## src/rtl/ex_stage_pkg.sv

```systemverilog
// Shared encodings for the execute stage: ALU opcodes, operand-B select,
// jump conditions, forwarding selects and CCR bit positions.
package ex_stage_pkg;

  typedef enum logic [3:0] {
    ALU_ADD   = 4'd0,
    ALU_SUB   = 4'd1,
    ALU_AND   = 4'd2,
    ALU_OR    = 4'd3,
    ALU_NOT   = 4'd4,
    ALU_INC   = 4'd5,
    ALU_DEC   = 4'd6,
    ALU_SHL   = 4'd7,
    ALU_SHR   = 4'd8,
    ALU_PASSB = 4'd9,
    ALU_PASSA = 4'd10,
    ALU_NOP   = 4'd11
  } alu_op_e;

  typedef enum logic [1:0] {
    SRC_RSRC = 2'd0,
    SRC_DATA = 2'd1,
    SRC_HASH = 2'd2,
    SRC_SHMT = 2'd3
  } alu_src_e;

  typedef enum logic [1:0] {
    JMP_ALWAYS = 2'd0,
    JMP_Z      = 2'd1,
    JMP_N      = 2'd2,
    JMP_C      = 2'd3
  } jmp_sel_e;

  typedef enum logic [1:0] {
    FWD_NONE = 2'd0,
    FWD_MEM  = 2'd1,
    FWD_WB   = 2'd2,
    FWD_RSVD = 2'd3
  } fwd_sel_e;

  localparam int unsigned CCR_Z   = 0;
  localparam int unsigned CCR_N   = 1;
  localparam int unsigned CCR_C   = 2;
  localparam int unsigned CCR_OVF = 3;

endpackage

```

## src/rtl/ex_alu.sv

```systemverilog
// Combinational 16-bit ALU. Returns the result, candidate flags {OVF,C,N,Z}
// and a per-flag update mask telling the CCR which flags this op may touch.
module ex_alu
  import ex_stage_pkg::*;
(
  input  logic [15:0] a,
  input  logic [15:0] b,
  input  logic [3:0]  op,
  output logic [15:0] result,
  output logic [3:0]  flags,
  output logic [3:0]  upd
);

  logic [16:0] ext;
  alu_op_e     op_e;

  assign op_e = alu_op_e'(op);

  always_comb begin
    ext    = '0;
    result = '0;
    flags  = '0;
    upd    = '0;
    unique case (op_e)
      ALU_ADD: begin
        ext            = {1'b0, a} + {1'b0, b};
        result         = ext[15:0];
        flags[CCR_C]   = ext[16];
        flags[CCR_OVF] = (a[15] == b[15]) && (ext[15] != a[15]);
        upd            = '1;
      end
      ALU_SUB: begin
        ext            = {1'b0, a} - {1'b0, b};
        result         = ext[15:0];
        flags[CCR_C]   = ext[16];
        flags[CCR_OVF] = (a[15] != b[15]) && (ext[15] != a[15]);
        upd            = '1;
      end
      ALU_AND: begin
        result = a & b;
        upd    = 4'b0011;
      end
      ALU_OR: begin
        result = a | b;
        upd    = 4'b0011;
      end
      ALU_NOT: begin
        result = ~a;
        upd    = 4'b0011;
      end
      ALU_INC: begin
        ext            = {1'b0, a} + 17'd1;
        result         = ext[15:0];
        flags[CCR_C]   = ext[16];
        flags[CCR_OVF] = ~a[15] & ext[15];
        upd            = '1;
      end
      ALU_DEC: begin
        ext            = {1'b0, a} - 17'd1;
        result         = ext[15:0];
        flags[CCR_C]   = ext[16];
        flags[CCR_OVF] = a[15] & ~ext[15];
        upd            = '1;
      end
      // Shifts run through a 17-bit window so the bit shifted out lands in
      // a fixed position (bit 16 for left, bit 0 for right).
      ALU_SHL: begin
        ext         = {1'b0, a} << b[3:0];
        result      = ext[15:0];
        flags[CCR_C] = ext[16];
        upd         = {1'b0, |b[3:0], 2'b11};
      end
      ALU_SHR: begin
        ext          = {a, 1'b0} >> b[3:0];
        result       = ext[16:1];
        flags[CCR_C] = ext[0];
        upd          = {1'b0, |b[3:0], 2'b11};
      end
      ALU_PASSB: result = b;
      ALU_PASSA: result = a;
      default:   result = '0;
    endcase
    flags[CCR_Z] = (result == '0);
    flags[CCR_N] = result[15];
  end

endmodule

```

## src/rtl/ex_stage.sv

```systemverilog
// Execute stage: operand selection, ALU, registered CCR and jump resolution.
// Optional operand forwarding is compiled in with `define EX_FWD_EN.
module ex_stage
  import ex_stage_pkg::*;
(
  input  logic        clk,
  input  logic        reset,
  input  logic        stall,
  input  logic [31:0] PC_in,
  input  logic [3:0]  Shmt_in,
  input  logic [3:0]  hash_imm_in,
  input  logic [15:0] Data_in,
  input  logic [15:0] Rdst_val_in,
  input  logic [15:0] Rsrc_val_in,
  input  logic [1:0]  ALU_src1_in,
  input  logic [3:0]  ALU_OP_in,
  input  logic        set_Z_in,
  input  logic        clr_Z_in,
  input  logic        set_N_in,
  input  logic        clr_N_in,
  input  logic        set_C_in,
  input  logic        clr_C_in,
  input  logic        set_OVF_in,
  input  logic        clr_OVF_in,
  input  logic [1:0]  jmp_sel_in,
  input  logic        is_jmp_in,
  input  logic        jmp_src_in,
  input  logic        flags_restore,
  input  logic [3:0]  flags_restore_val,
`ifdef EX_FWD_EN
  input  logic [1:0]  fwd_a_sel,
  input  logic [1:0]  fwd_b_sel,
  input  logic [15:0] mem_fwd_val,
  input  logic [15:0] wb_fwd_val,
`endif
  output logic [15:0] alu_result,
  output logic [3:0]  ccr,
  output logic        jmp_taken,
  output logic [31:0] jmp_target,
  output logic        flush
);

  logic [15:0] op_a;
  logic [15:0] rsrc_eff;
  logic [15:0] op_b;
  logic [3:0]  alu_flags;
  logic [3:0]  alu_upd;
  logic [3:0]  ccr_q;
  logic [3:0]  ccr_next;
  logic [3:0]  set_vec;
  logic [3:0]  clr_vec;
  logic [3:0]  jmp_clr;
  logic        cond;

`ifdef EX_FWD_EN
  always_comb begin
    case (fwd_sel_e'(fwd_a_sel))
      FWD_MEM: op_a = mem_fwd_val;
      FWD_WB:  op_a = wb_fwd_val;
      default: op_a = Rdst_val_in;
    endcase
    case (fwd_sel_e'(fwd_b_sel))
      FWD_MEM: rsrc_eff = mem_fwd_val;
      FWD_WB:  rsrc_eff = wb_fwd_val;
      default: rsrc_eff = Rsrc_val_in;
    endcase
  end
`else
  assign op_a     = Rdst_val_in;
  assign rsrc_eff = Rsrc_val_in;
`endif

  always_comb begin
    case (alu_src_e'(ALU_src1_in))
      SRC_RSRC: op_b = rsrc_eff;
      SRC_DATA: op_b = Data_in;
      SRC_HASH: op_b = {12'b0, hash_imm_in};
      default:  op_b = {12'b0, Shmt_in};
    endcase
  end

  ex_alu u_alu (
    .a      (op_a),
    .b      (op_b),
    .op     (ALU_OP_in),
    .result (alu_result),
    .flags  (alu_flags),
    .upd    (alu_upd)
  );

  // Conditions look at the registered CCR only, never same-cycle ALU flags.
  always_comb begin
    jmp_clr = '0;
    case (jmp_sel_e'(jmp_sel_in))
      JMP_Z:   cond = ccr_q[CCR_Z];
      JMP_N:   cond = ccr_q[CCR_N];
      JMP_C:   cond = ccr_q[CCR_C];
      default: cond = 1'b1;
    endcase
    jmp_taken = is_jmp_in & cond;
    if (jmp_taken) begin
      case (jmp_sel_e'(jmp_sel_in))
        JMP_Z:   jmp_clr[CCR_Z] = 1'b1;
        JMP_N:   jmp_clr[CCR_N] = 1'b1;
        JMP_C:   jmp_clr[CCR_C] = 1'b1;
        default: jmp_clr = '0;
      endcase
    end
  end

  assign flush      = jmp_taken;
  assign jmp_target = jmp_src_in ? (PC_in + 32'd1) : {16'b0, Rdst_val_in};

  assign set_vec = {set_OVF_in, set_C_in, set_N_in, set_Z_in};
  assign clr_vec = {clr_OVF_in, clr_C_in, clr_N_in, clr_Z_in};

  always_comb begin
    ccr_next = ccr_q;
    if (flags_restore) begin
      ccr_next = flags_restore_val;
    end else if (!stall) begin
      for (int unsigned i = 0; i < 4; i++) begin
        if (clr_vec[i])      ccr_next[i] = 1'b0;
        else if (set_vec[i]) ccr_next[i] = 1'b1;
        else if (jmp_clr[i]) ccr_next[i] = 1'b0;
        else if (alu_upd[i]) ccr_next[i] = alu_flags[i];
      end
    end
  end

  always_ff @(posedge clk) begin
    if (reset) ccr_q <= '0;
    else       ccr_q <= ccr_next;
  end

  assign ccr = ccr_q;

endmodule

```

## config.mk

```make
export PLATFORM = sky130hd
export DESIGN_NAME = ex_stage
export DESIGN_NICKNAME = d
export VERILOG_FILES = /design/src/rtl/ex_stage_pkg.sv /design/src/rtl/ex_alu.sv /design/src/rtl/ex_stage.sv
export SDC_FILE = /design/constraint.sdc
export NUM_CORES = 1
export LEC_CHECK = 0
export CELL_PAD_IN_SITES_DETAIL_PLACEMENT = 1
export CELL_PAD_IN_SITES_GLOBAL_PLACEMENT = 1
export CORE_UTILIZATION = 37
export DETAILED_ROUTE_END_ITERATION = 12
export GPL_TIMING_DRIVEN = 0
export PLACE_DENSITY_LB_ADDON = 0.25
export SLEW_MARGIN = 20
export SYNTH_ARGS = -nofsm -noshare
export SYNTH_HDL_FRONTEND = slang
export SYNTH_HIERARCHICAL = 1
export SYNTH_SLANG_ARGS = --single-unit
```

## constraint.sdc

```tcl
create_clock -name clk -period 7.5 [get_ports clk]
set_input_delay 1.5 -clock clk [delete_from_list [all_inputs] [get_ports clk]]
set_output_delay 1.5 -clock clk [all_outputs]
set_load 0.05 [all_outputs]
```

## Word-level counts from Yosys, hierarchy flattened

Cells that the tools add are included.

- Flip-flop bits (word level): 4
- Bits of input ports: 114
- Output and inout port bits: 54
- Logic and storage cells: 85

- $add $sub $neg: 5
- Equality and inequality tests: 20
- Shift-type cells: 2
- Mux-type cells: 29
- Bitwise gates (word level): 8
- Reduce and logical (&&, ||, !) cells: 17

Operator list:

| cell | number |
|---|---|
| one-hot mux 16 bit (11 select lines) | 1 |
| one-hot mux 16 bit (3 select lines) | 1 |
| adder 32 x 1 -> 32 bit (second input constant) | 1 |
| two-way mux 32 bit | 1 |
| nonzero test 5 bit | 4 |
| two-way mux 1 bit | 19 |
| adder 16 x 1 -> 17 bit (second input constant) | 1 |
| adder 16 x 16 -> 17 bit | 1 |
| left shift 16 x 4 -> 17 bit | 1 |
| right shift 17 x 4 -> 17 bit | 1 |
| subtractor 16 x 1 -> 17 bit (second input constant) | 1 |
| subtractor 16 x 16 -> 17 bit | 1 |
| bitwise AND 16 bit | 1 |
| == test 4 x 3 -> 1 bit (second input constant) | 4 |
| logical NOT 16 bit | 1 |
| inverter 16 bit | 1 |
| OR 16 bit | 1 |
| == test 4 bit (second input constant) | 3 |
| one-hot mux 4 bit (3 select lines) | 1 |
| == test 4 x 2 -> 1 bit (second input constant) | 2 |
| two-way mux 4 bit | 2 |
| AND reduction 2 bit | 4 |
| OR reduction 4 bit | 2 |
| == test 2 bit (second input constant) | 3 |
| 16 further kinds | 23 |

## Logic depth before layout (Yosys ltp)

Gate-level depths: netlist of the first run.

- Depth in word-level cells: 12
- Depth in mapped cells: 20
- Depth with buffers taken out: 17

## Cells and area by module

The synthesis of the first run kept the hierarchy.

By module, submodules not included:

| module | instances | cells each | area each (um^2) | seq. area each (um^2) |
|---|---|---|---|---|
| ex_alu | 1 | 784 | 5,421.4 | 0.0 |
| ex_stage | 1 | 232 | 1,565.3 | 80.1 |

## Least setup slack after synthesis of the first run

Ideal clock, no wire load.

- Kind: input port to output port
- From: in ALU_src1_in[1]
- To: out alu_result[14]
- Arrival: 5.606 ns
- Data required time: 6.000 ns
- Setup slack: 0.394 ns
- Stages: 15
- Path buffers: 4
- Path through: clkbuf_1 -> mux4_2 -> inv_1 -> clkbuf_1 -> clkbuf_1 -> ha_1 -> buf_2 -> nor2_1 -> o311ai_0 -> a2bb2oi_1 -> a221oi_1 -> o31ai_1 -> a221o_1 -> or3_1 -> o2111ai_1

- Longest elaborated chain between the ends: 4
- Elaborated cells between the ends (all ways): 11
- Those cells by class: 2 x add/sub; 2 x eq/ne; 2 x shift; 2 x mux; 2 x bitwise; 1 x reduce/logical

Ends and longest elaborated chain:

| item | line | text |
|---|---|---|
| start, declared | ex_stage.sv:15 | `input logic [1:0] ALU_src1_in,` |
| == test 2 bit (tied with other cells) | ex_stage.sv:74 | `case (alu_src_e'(ALU_src1_in))` |
| one-hot mux 16 bit (3 select lines) * | ex_stage.sv:74 |  |
| via op_b[2] | ex_stage.sv:45 | `logic [15:0] op_b;` |
| subtractor 16 x 16 -> 17 bit (tied with other cells) | ex_alu.sv:33 | `ext = {1'b0, a} - {1'b0, b};` |
| one-hot mux 16 bit (11 select lines) * | ex_alu.sv:24 | `unique case (op_e)` |
| end, declared | ex_stage.sv:36 | `output logic [15:0] alu_result,` |

Mark *: on every way through the listed nets, which the timed path passes. The rest lies on a longest branch.

## Worst setup path after layout of the first run

- From: in Shmt_in[2]
- To: out alu_result[15]

- Longest elaborated chain between the ends: 3
- Elaborated cells between the ends (all ways): 6
- Those cells by class: 2 x add/sub; 2 x shift; 2 x mux

Ends and longest elaborated chain:

| item | line | text |
|---|---|---|
| start, declared | ex_stage.sv:10 | `input logic [3:0] Shmt_in,` |
| one-hot mux 16 bit (3 select lines) * | ex_stage.sv:74 |  |
| via op_b[2] | ex_stage.sv:45 |  |
| subtractor 16 x 16 -> 17 bit (tied with other cells) | ex_alu.sv:33 |  |
| one-hot mux 16 bit (11 select lines) * | ex_alu.sv:24 |  |

Marks and branches as above.

==> results.cfg, run 1 <==
[status]
status = completed

[logic_synthesis]
async_reset_ff_frac = 0
synth_most_common_cell = nor2_1
ys_top_cells_by_count = 112 x nor2_1, 82 x a21oi_1, 69 x nand2_1
synth_edf_count = 0
yosys.area.top_type = ha_1
synth_cells = 1016
synth_seq_cells = 4
avgSynthCellArea_um2 = 6.88
synth_top_family_by_area = simple AND/OR/NAND/NOR gates
synth.mux.area_fraction = 0.144
syn-num-nets = 1187
ys.flop_type = dfxtp_1
synthDominantCellAreaShare = 0.0985
synth_area_um2 = 6990
synthXorXnorAreaFrac = 0.0288
synth.distinct_cells = 89
synthAdderAreaFrac = 0.104
synth_simple_gate_area_frac = 0.314
seq_area_frac_synth = 0.0115
synth_warnings = 6
synth-compound-area-share = 0.306
synthTopCellsByArea = ha_1 9.8%, mux4_2 6.1%, nor2_1 6.0%

[worst_setup_path]
slowest_delay_ns = 0.64
crit_path_cell_trace = clkdlybuf4s50_1, mux4_2, clkinvlp_4, clkbuf_4, ha_1, buf_2, or3_1, o2111ai_1, a311o_1, a21oi_1, o21ai_0, o211ai_1, mux2i_1, a311o_1, buf_4, clkdlybuf4s15_2
cpMaxStageDelayCell = mux4_2
critPathKind = in2out
critPathCaptureType = output port
path_common_cell = a311o_1
cp_max_fo = 11
regToRegSetupSlack_ns = 6.35
reg2regPathDepth = 4
cp-start-kind = input pin
crit_required_ns = 6.00
worst_r2r_endpoint = ccr[1]
timing.rr.start = ccr[1]
arrival_ns = 5.93

[min_path]
min_path_type = reg2reg
min_from = ccr[1]
whs_path_depth = 1
worst_hold_path.endpoint = ccr[1]

[grt]
grt_pass1_vias = 9422
grt-ovfl-total = 0
antenna_found_initial = 1
grt_pass1_wl_mm = 58.0
grt_use_total = 0.386
grt_max_degree = 20

[drt]
drt_first_iter_violations = 1152
ant_nets = 0
avgViaCountPerCell = 6.81
wirelength_mm = 38.6
dr.pass1.iters = 5
dr_total_vias = 9697
drc_errors = 0
wl_per_cell_um = 27.1

[floorplan]
die_area_um2 = 19400
io_pins = 168
die_w_um = 139
core_area_um2 = 18200
rows = 49
start_util = 0.384
die_y_um = 139

[timing]
slew_violations = 0
worst_slack_ns = 0.0721
hold_viol_final = 0
holdWs_ns = 0.571
max_freq_ghz = 0.135
fin_setup_tns_ns = 0
worst_slew_pin_slew_ns = 0.970
finalCriticalPeriod_ns = 7.43
rsz0062_at_grt = yes
setup_viol_count_final = 0
post-route-period-util = 0.990
max_slew_margin = 0.348
skew_ns = 0

[cts]
clk_latency_ns = 0.23
clkSinkCount = 4
cts_buffers = 3
cts_tree = yes
clkTransAtPathRegs_ns = 0.03
cts_buffer_depth = 2
cts_root_buf = clkbuf_16
h-tree-depth = 1

[power_and_ir_drop]
p_per_area_nw_per_um2 = 102
ir_drop_mv = 0.0638
leakagePower_uw = 0.00352

[place]
dp_hpwl_mm = 31.3
portBuffers = 165
dp_slack_ns = -1.37
gp_congestion = 1.03

[job]
drv_cap = 0

[finish]
fillers = 2356
finish.utilization = 0.506
drive_gt1_frac = 0.110
multi_input_area_um2 = 6360
largest_reg_flops = 4
syn_to_final_growth_pct = 31.9
register_area_um2 = 80.1
layout.nets = 1367
-- metal layers --
layer  vias up  part of all wire  track usage
li1       4230                 -            -
met1      4706              0.40        0.502
met2       629              0.44        0.613
met3       132              0.11       0.0819
met4         0             0.052        0.170
met5         -                 0            0
-- cell families (layout without fill, tap and decap cells) --
group,after synthesis,after routing
other cells,0,1
buf+inv,146,324
mux,68,68
xor+xnor,23,23
compound gates,313,313
fa+ha+maj,57,57
flops,4,4
simple gates,405,405
-- worst max path at each step --
| stage | startpoint | to | slack (ns) | depth (start not counted) |
|---|---|---|---|---|
| 3_5_place_dp | Shmt_in[2] | alu_result[15] | -1.37 | 17 |
| 3_3_place_gp | Shmt_in[2] | alu_result[15] | -1.36 | 17 |
| 2_1_floorplan | ALU_src1_in[1] | alu_result[14] | 0.39 | 15 |
| 4_1_cts | Data_in[1] | alu_result[15] | 0.005 | 16 |
| 6_report | Shmt_in[2] | alu_result[15] | 0.07 | 16 |
| 5_1_grt | Data_in[1] | alu_result[15] | -0.09 | 16 |
-- critical path: cells and delay by family --
family                     cells  cell delay, ns
AOI/OAI and AO/OA              6            1.53
buffers and inverters          6            1.47
muxes                          2            0.80
and+or+nand+nor                1            0.34
adders and majority gates      1            0.28
-- layout make-up --
cell class,count,share of cell area
multi-input cells,866,0.690
flip-flops and latches,4,0.00869
well taps,229,0.0311
plain buffers,92,0.0498
repair buffers,178,0.190
clock buffers,3,0.00815
diodes,1,0.000272
inverters,51,0.0220
-- what timing repair did --
| action | in CTS | in global routing |
|---|---|---|
| setup buffers | 1 | 10 |
| endpoints found under the setup margin | 13 | 4 |
| pin swaps | 0 | 2 |
| hold buffers | 0 | 0 |
| resized for setup | 31 | 18 |
-- stage by stage --
stage | instance area, um^2 | cells | total power (uW)
2_1_floorplan | 6990 | 1016 | 511
3_3_place_gp | 8920 | 1410 | 799
3_5_place_dp | 8950 | 1412 | 808
4_1_cts | 9100 | 1413 | 905
5_1_grt | 9210 | 1423 | 980
6_report | 9220 | 1424 | 939
-- cell usage in the layout, fill, tap and decap left out, drive strengths merged, types with 8 or more instances in the layout --
master | synthesis | final
nand2b | 18 | 18
and2 | 8 | 8
nor2b | 15 | 15
clkbuf | 49 | 51
and3 | 9 | 9
or4 | 16 | 16
o211ai | 12 | 12
buf | 46 | 57
a211oi | 12 | 12
o21bai | 8 | 8
nand2 | 69 | 69
o21ai | 54 | 54
clkdlybuf4s50 | 0 | 160
a31oi | 11 | 11
ha | 55 | 55
o2111ai | 8 | 8
mux2i | 37 | 37
a21oi | 82 | 82
nor3 | 33 | 33
o31ai | 17 | 17
a311oi | 9 | 9
xnor2 | 11 | 11
xor2 | 12 | 12
inv | 49 | 46
nor4 | 13 | 13
nor2 | 112 | 112
mux4 | 24 | 24
a22oi | 9 | 9
nand4 | 19 | 19
o221ai | 8 | 8
or3 | 11 | 11
nand3 | 34 | 34
-- where the power goes --
group | total, uW | internal, uW | switching [uW]
Clock | 84.5 | 68.2 | 16.3
Combinational | 830 | 310 | 520
Sequential | 24.8 | 23.1 | 1.68
Note: power is estimated with default switching activity, not from simulation.
==> run 2, diff against run 1 <==
--- a/config.mk
+++ b/config.mk
@@ -7,11 +7,12 @@
 export LEC_CHECK = 0
 export CELL_PAD_IN_SITES_DETAIL_PLACEMENT = 1
 export CELL_PAD_IN_SITES_GLOBAL_PLACEMENT = 1
+export CORE_MARGIN = 1.5
 export CORE_UTILIZATION = 37
 export DETAILED_ROUTE_END_ITERATION = 12
 export GPL_TIMING_DRIVEN = 0
 export PLACE_DENSITY_LB_ADDON = 0.25
-export SLEW_MARGIN = 20
+export SLEW_MARGIN = 0
 export SYNTH_ARGS = -nofsm -noshare
 export SYNTH_HDL_FRONTEND = slang
 export SYNTH_HIERARCHICAL = 1
==> results.cfg, run 2 (synthesis results as in run 1) <==
[power_and_ir_drop]
netSwitchingFraction = 0.577
p_per_area_nw_per_um2 = 102
p_clk_frac = 0.094
p_comb_frac = 0.880
p_int_uw = 395
ir_drop_mv = 0.0496
power.share.sequential = 0.027
power.switching_uw = 539
leakagePower_uw = 0.00349

[timing]
finalCriticalPeriod_ns = 7.45
skew_ns = 0
rsz0062_at_grt = yes
setup_viol_count_final = 0
max_slew_margin = 0.222
worst_slack_ns = 0.0530
post-route-period-util = 0.993
worst_slew_pin_slew_ns = 1.16
slew_violations = 0
hold_viol_final = 0
max_freq_ghz = 0.134

[drt]
dr.pass1.iters = 5
avgViaCountPerCell = 6.88
wl_per_cell_um = 27.4
wirelength_mm = 38.9
dr_total_vias = 9753
ant_nets = 0
drt_first_iter_violations = 1119
drc_errors = 0

[finish]
register_area_um2 = 80.1
most-common-layout-cells = 159 x clkdlybuf4s50_1, 112 x nor2_1, 80 x a21oi_1
multi_input_area_um2 = 6340
largest_reg_flops = 4
fillers = 2406
layout_commonest_cell = clkdlybuf4s50_1
syn_to_final_growth_pct = 30.7
layout.nets = 1356
drive_gt1_frac = 0.101
layoutNonFillerInstCount = 1417
antenna_cells = 0

[place]
place_inst = 1416
dp_slack_ns = -1.38
dp_hpwl_mm = 31.2
portBuffers = 165
gp_congestion = 1.08

[floorplan]
die_area_um2 = 19700
start_util = 0.376
die_y_um = 140
die_w_um = 140
core_area_um2 = 18600
io_pins = 168
rows = 50

[cts]
cts_tree = yes
hold_buffers = 0
cts_buffer_depth = 2
cts_root_buf = clkbuf_16
h-tree-depth = 1
cts_buffers = 3
clk_latency_ns = 0.23
clkTransAtPathRegs_ns = 0.03
clkSinkCount = 4

[worst_setup_path]
startpoint = Shmt_in[0]
cp-start-kind = input pin
crit_required_ns = 6.00
worst_r2r_endpoint = ccr[1]
arrival_ns = 5.95
regToRegSetupSlack_ns = 6.35
critPathKind = in2out
crit_end = alu_result[13]
critPathCaptureType = output port
cp_max_fo = 11
timing.rr.start = ccr[1]
reg2regPathDepth = 4

[grt]
grt_pass1_wl_mm = 58.2
grt-ovfl-total = 0
grt_max_degree = 20
grt_use_total = 0.383
grt_pass1_vias = 9469
antenna_found_initial = 0

[min_path]
min_path_type = reg2reg

[status]
status = completed

[job]
drv_cap = 0
==> run 2: changes by cell type in the layout (fill, tap and decap cells not counted), sizes merged <==
cell           change
dlygate4sd2        -1
clkdlybuf4s50      -1
diode              -1
clkbuf             -2
buf                -9
dlymetal6s2s       +2
==> run 2: worst min path at each step <==
| stage | startpoint | to | slack (ns) | cells after the start |
|---|---|---|---|---|
| 6_report | ccr[3] | ccr[3] | 0.57 | 2 |
| 5_1_grt | ccr[3] | ccr[3] | 0.59 | 2 |
| 4_1_cts | ccr[3] | ccr[3] | 0.57 | 2 |
| 3_5_place_dp | ccr[1] | ccr[1] | 0.56 | 1 |
| 3_3_place_gp | ccr[3] | ccr[3] | 0.55 | 2 |
| 2_1_floorplan | ccr[3] | ccr[3] | 0.77 | 2 |
==> run 2: what timing repair did <==
item / in CTS / in global routing
gates resized for setup: 23 / 22
buffers inserted: 3 / 1
setup endpoints to repair: 12 / 6
pin swaps: 0 / 4
==> run 2: final cells by class <==
class,instances,area share
Multi-Input combinational cell,866,0.695
Buffer,89,0.0481
Clock buffer,3,0.00822
Tap cell,234,0.0321
Timing Repair Buffer,170,0.186
Sequential cell,4,0.00877
Inverter,51,0.0222
==> run 2: worst max-delay path, stage by stage <==
cell and delay (ns):
clkdlybuf4s50_1 0.40, mux4_2 0.52, buf_6 0.18, inv_1 0.14
buf_1 0.61, nor2_1 0.12, o311ai_0 0.64, nor4b_2 0.54
nand3_1 0.18, a21o_1 0.19, a22o_1 0.21, clkdlybuf4s50_1 0.70
==> run 2: power by group through the flow <==
stage	clock [uW]	combinational [uW]	sequential, uW
after floorplan	0	480	30.5
after global placement	0	772	24.9
after detailed placement	0	783	25.0
after CTS	88.2	794	24.8
after global routing	87.5	859	25.1
final	87.5	821	24.8
==> run 2: per-layer routing <==
layer / vias up / global-route usage / routed length, um
met5: - / 0 / 0
li1: 4218 / - / -
met2: 635 / 0.615 / 17400
met3: 142 / 0.0615 / 3710
met1: 4758 / 0.495 / 15400
met4: 0 / 0.196 / 2360
==> run 2: metrics by stage <==
stage	TNS (ns)	total power, uW	cell area, um^2	utilization	hold slack (ns)
after floorplan	0	511	6990	-	0.773
after global placement	-7.48	797	8930	0.481	0.546
after detailed placement	-7.85	808	8950	0.482	0.557
after CTS	0	907	9080	0.489	0.572
after global routing	-0.00131	972	9130	0.492	0.593
final	0	933	9130	0.492	0.567
==> run 3, diff against run 2 <==
--- a/config.mk
+++ b/config.mk
@@ -7,6 +7,7 @@
 export LEC_CHECK = 0
 export CELL_PAD_IN_SITES_DETAIL_PLACEMENT = 1
 export CELL_PAD_IN_SITES_GLOBAL_PLACEMENT = 1
+export CORE_ASPECT_RATIO = 1.1
 export CORE_MARGIN = 1.5
 export CORE_UTILIZATION = 37
 export DETAILED_ROUTE_END_ITERATION = 12
==> results.cfg, run 3 (synthesis results as in run 1) <==
[grt]
grt_pass1_vias = 9510
grt_use_total = 0.362
grt-ovfl-total = 0
antenna_found_initial = 0
grt_max_degree = 20
grt_pass1_wl_mm = 55.6

[place]
gp_congestion = 1.06
portBuffers = 165
placed_area_um2 = 8960
dp_hpwl_mm = 29.5

[timing]
worst_slew_pin_slew_ns = 1.15
hold_viol_final = 0
setup_viol_count_final = 0
fin_setup_tns_ns = 0
finalCriticalPeriod_ns = 7.40
max_slew_margin = 0.229
slew_violations = 0
rsz0062_at_grt = no
max_freq_ghz = 0.135
skew_ns = 0
post-route-period-util = 0.987

[worst_setup_path]
arrival_ns = 5.90
startpoint = Rdst_val_in[2]
critPathKind = in2out
crit_required_ns = 6.00
cp_max_fo = 10
timing.rr.start = ccr[1]
cp-start-kind = input pin
reg2regPathDepth = 4
critPathCaptureType = output port

[power_and_ir_drop]
p_per_area_nw_per_um2 = 100
power_uw = 920
ir_drop_mv = 0.0893
leakagePower_uw = 0.00350

[floorplan]
rows = 52
die_w_um = 134
core_area_um2 = 18500
io_pins = 168
start_util = 0.378
die_y_um = 147
die_area_um2 = 19700

[cts]
cts_root_buf = clkbuf_16
cts_buffer_depth = 2
cts_tree = yes
cts_buffers = 3
h-tree-depth = 1
clk_latency_ns = 0.22
hold_buffers = 0
clkTransAtPathRegs_ns = 0.03
clkSinkCount = 4

[drt]
avgViaCountPerCell = 6.66
ant_nets = 0
drt_first_iter_violations = 888
dr.pass1.iters = 7
wirelength_mm = 36.7
dr_total_vias = 9527
drc_errors = 0
wl_per_cell_um = 25.7

[finish]
drive_gt1_frac = 0.100
fillers = 2382
layout.nets = 1361
fin_area_um2 = 9160
largest_reg_flops = 4
multi_input_area_um2 = 6330
syn_to_final_growth_pct = 31.1
most-common-layout-cells = 159 x clkdlybuf4s50_1, 112 x nor2_1, 82 x a21oi_1
layout_commonest_cell = clkdlybuf4s50_1
register_area_um2 = 80.1
antenna_cells = 0

[min_path]
whs_path_depth = 2
min_from = ccr[3]
min_path_type = reg2reg

[status]
status = completed

[job]
drv_cap = 0
-- run 3: cell count changes in the layout (fill, tap and decap cells not counted), sizes merged --
cell / previous run / this run
clkdlybuf4s15: 3 / 2
buf: 48 / 52
clkbuf: 49 / 50
dlygate4sd2: 0 / 1
-- run 3: area by class of cell --
cell class                      count  share of cell area
Sequential cell                     4             0.00874
Multi-Input combinational cell    866               0.691
Tap cell                          243              0.0332
Inverter                           51              0.0221
Buffer                             91              0.0486
Timing Repair Buffer              173               0.188
Clock buffer                        3             0.00819
-- run 3: metrics by stage --
| step | util | hold slack (ns) | setup WS (ns) | cells |
|---|---|---|---|---|
| 2_1_floorplan | - | 0.773 | 0.394 | 1016 |
| 3_3_place_gp | 0.484 | 0.555 | -1.33 | 1424 |
| 3_5_place_dp | 0.485 | 0.572 | -1.46 | 1425 |
| 4_1_cts | 0.492 | 0.579 | 0.000443 | 1426 |
| 5_1_grt | 0.496 | 0.606 | 0.0112 | 1431 |
| 6_report | 0.496 | 0.572 | 0.0955 | 1431 |
-- run 3: repair_timing --
item	CTS	global route
buffers inserted	2	5
pin swaps	0	2
setup endpoints to repair	12	6
gates resized for setup	24	11
-- run 3: worst paths after layout --
kind                     to  slack (ns)
max          alu_result[15]         0.1
min                  ccr[3]        0.57
max reg2reg          ccr[1]        6.22
min reg2reg          ccr[3]        0.57
-- run 3: report_power, final --
part           switching [uW]  internal, uW  total [uW]
clock                    15.2          68.1        83.3
combinational             506           305         812
sequential               1.70          23.2        24.9
-- run 3: worst max-delay path, stage by stage --
cell and delay [ns]:
clkdlybuf4s50_1 0.54, clkbuf_2 0.26, clkbuf_2 0.32, inv_1 0.19, ha_1 0.31, buf_2 0.19
o21ai_0 0.14, o21ai_1 0.24, nand4_1 0.29, a311oi_4 0.48, a41o_1 0.25, a21oi_1 0.12
o311ai_0 0.34, a311o_1 0.23, buf_4 0.12, clkdlybuf4s15_2 0.35
-- run 3: per-layer routing --
layer / track usage / routed length [um] / vias up
met5: 0 / 0 / -
met4: 0.155 / 1790 / 0
met3: 0.0587 / 3050 / 108
met2: 0.582 / 16600 / 542
met1: 0.478 / 15300 / 4648
li1: - / - / 4229
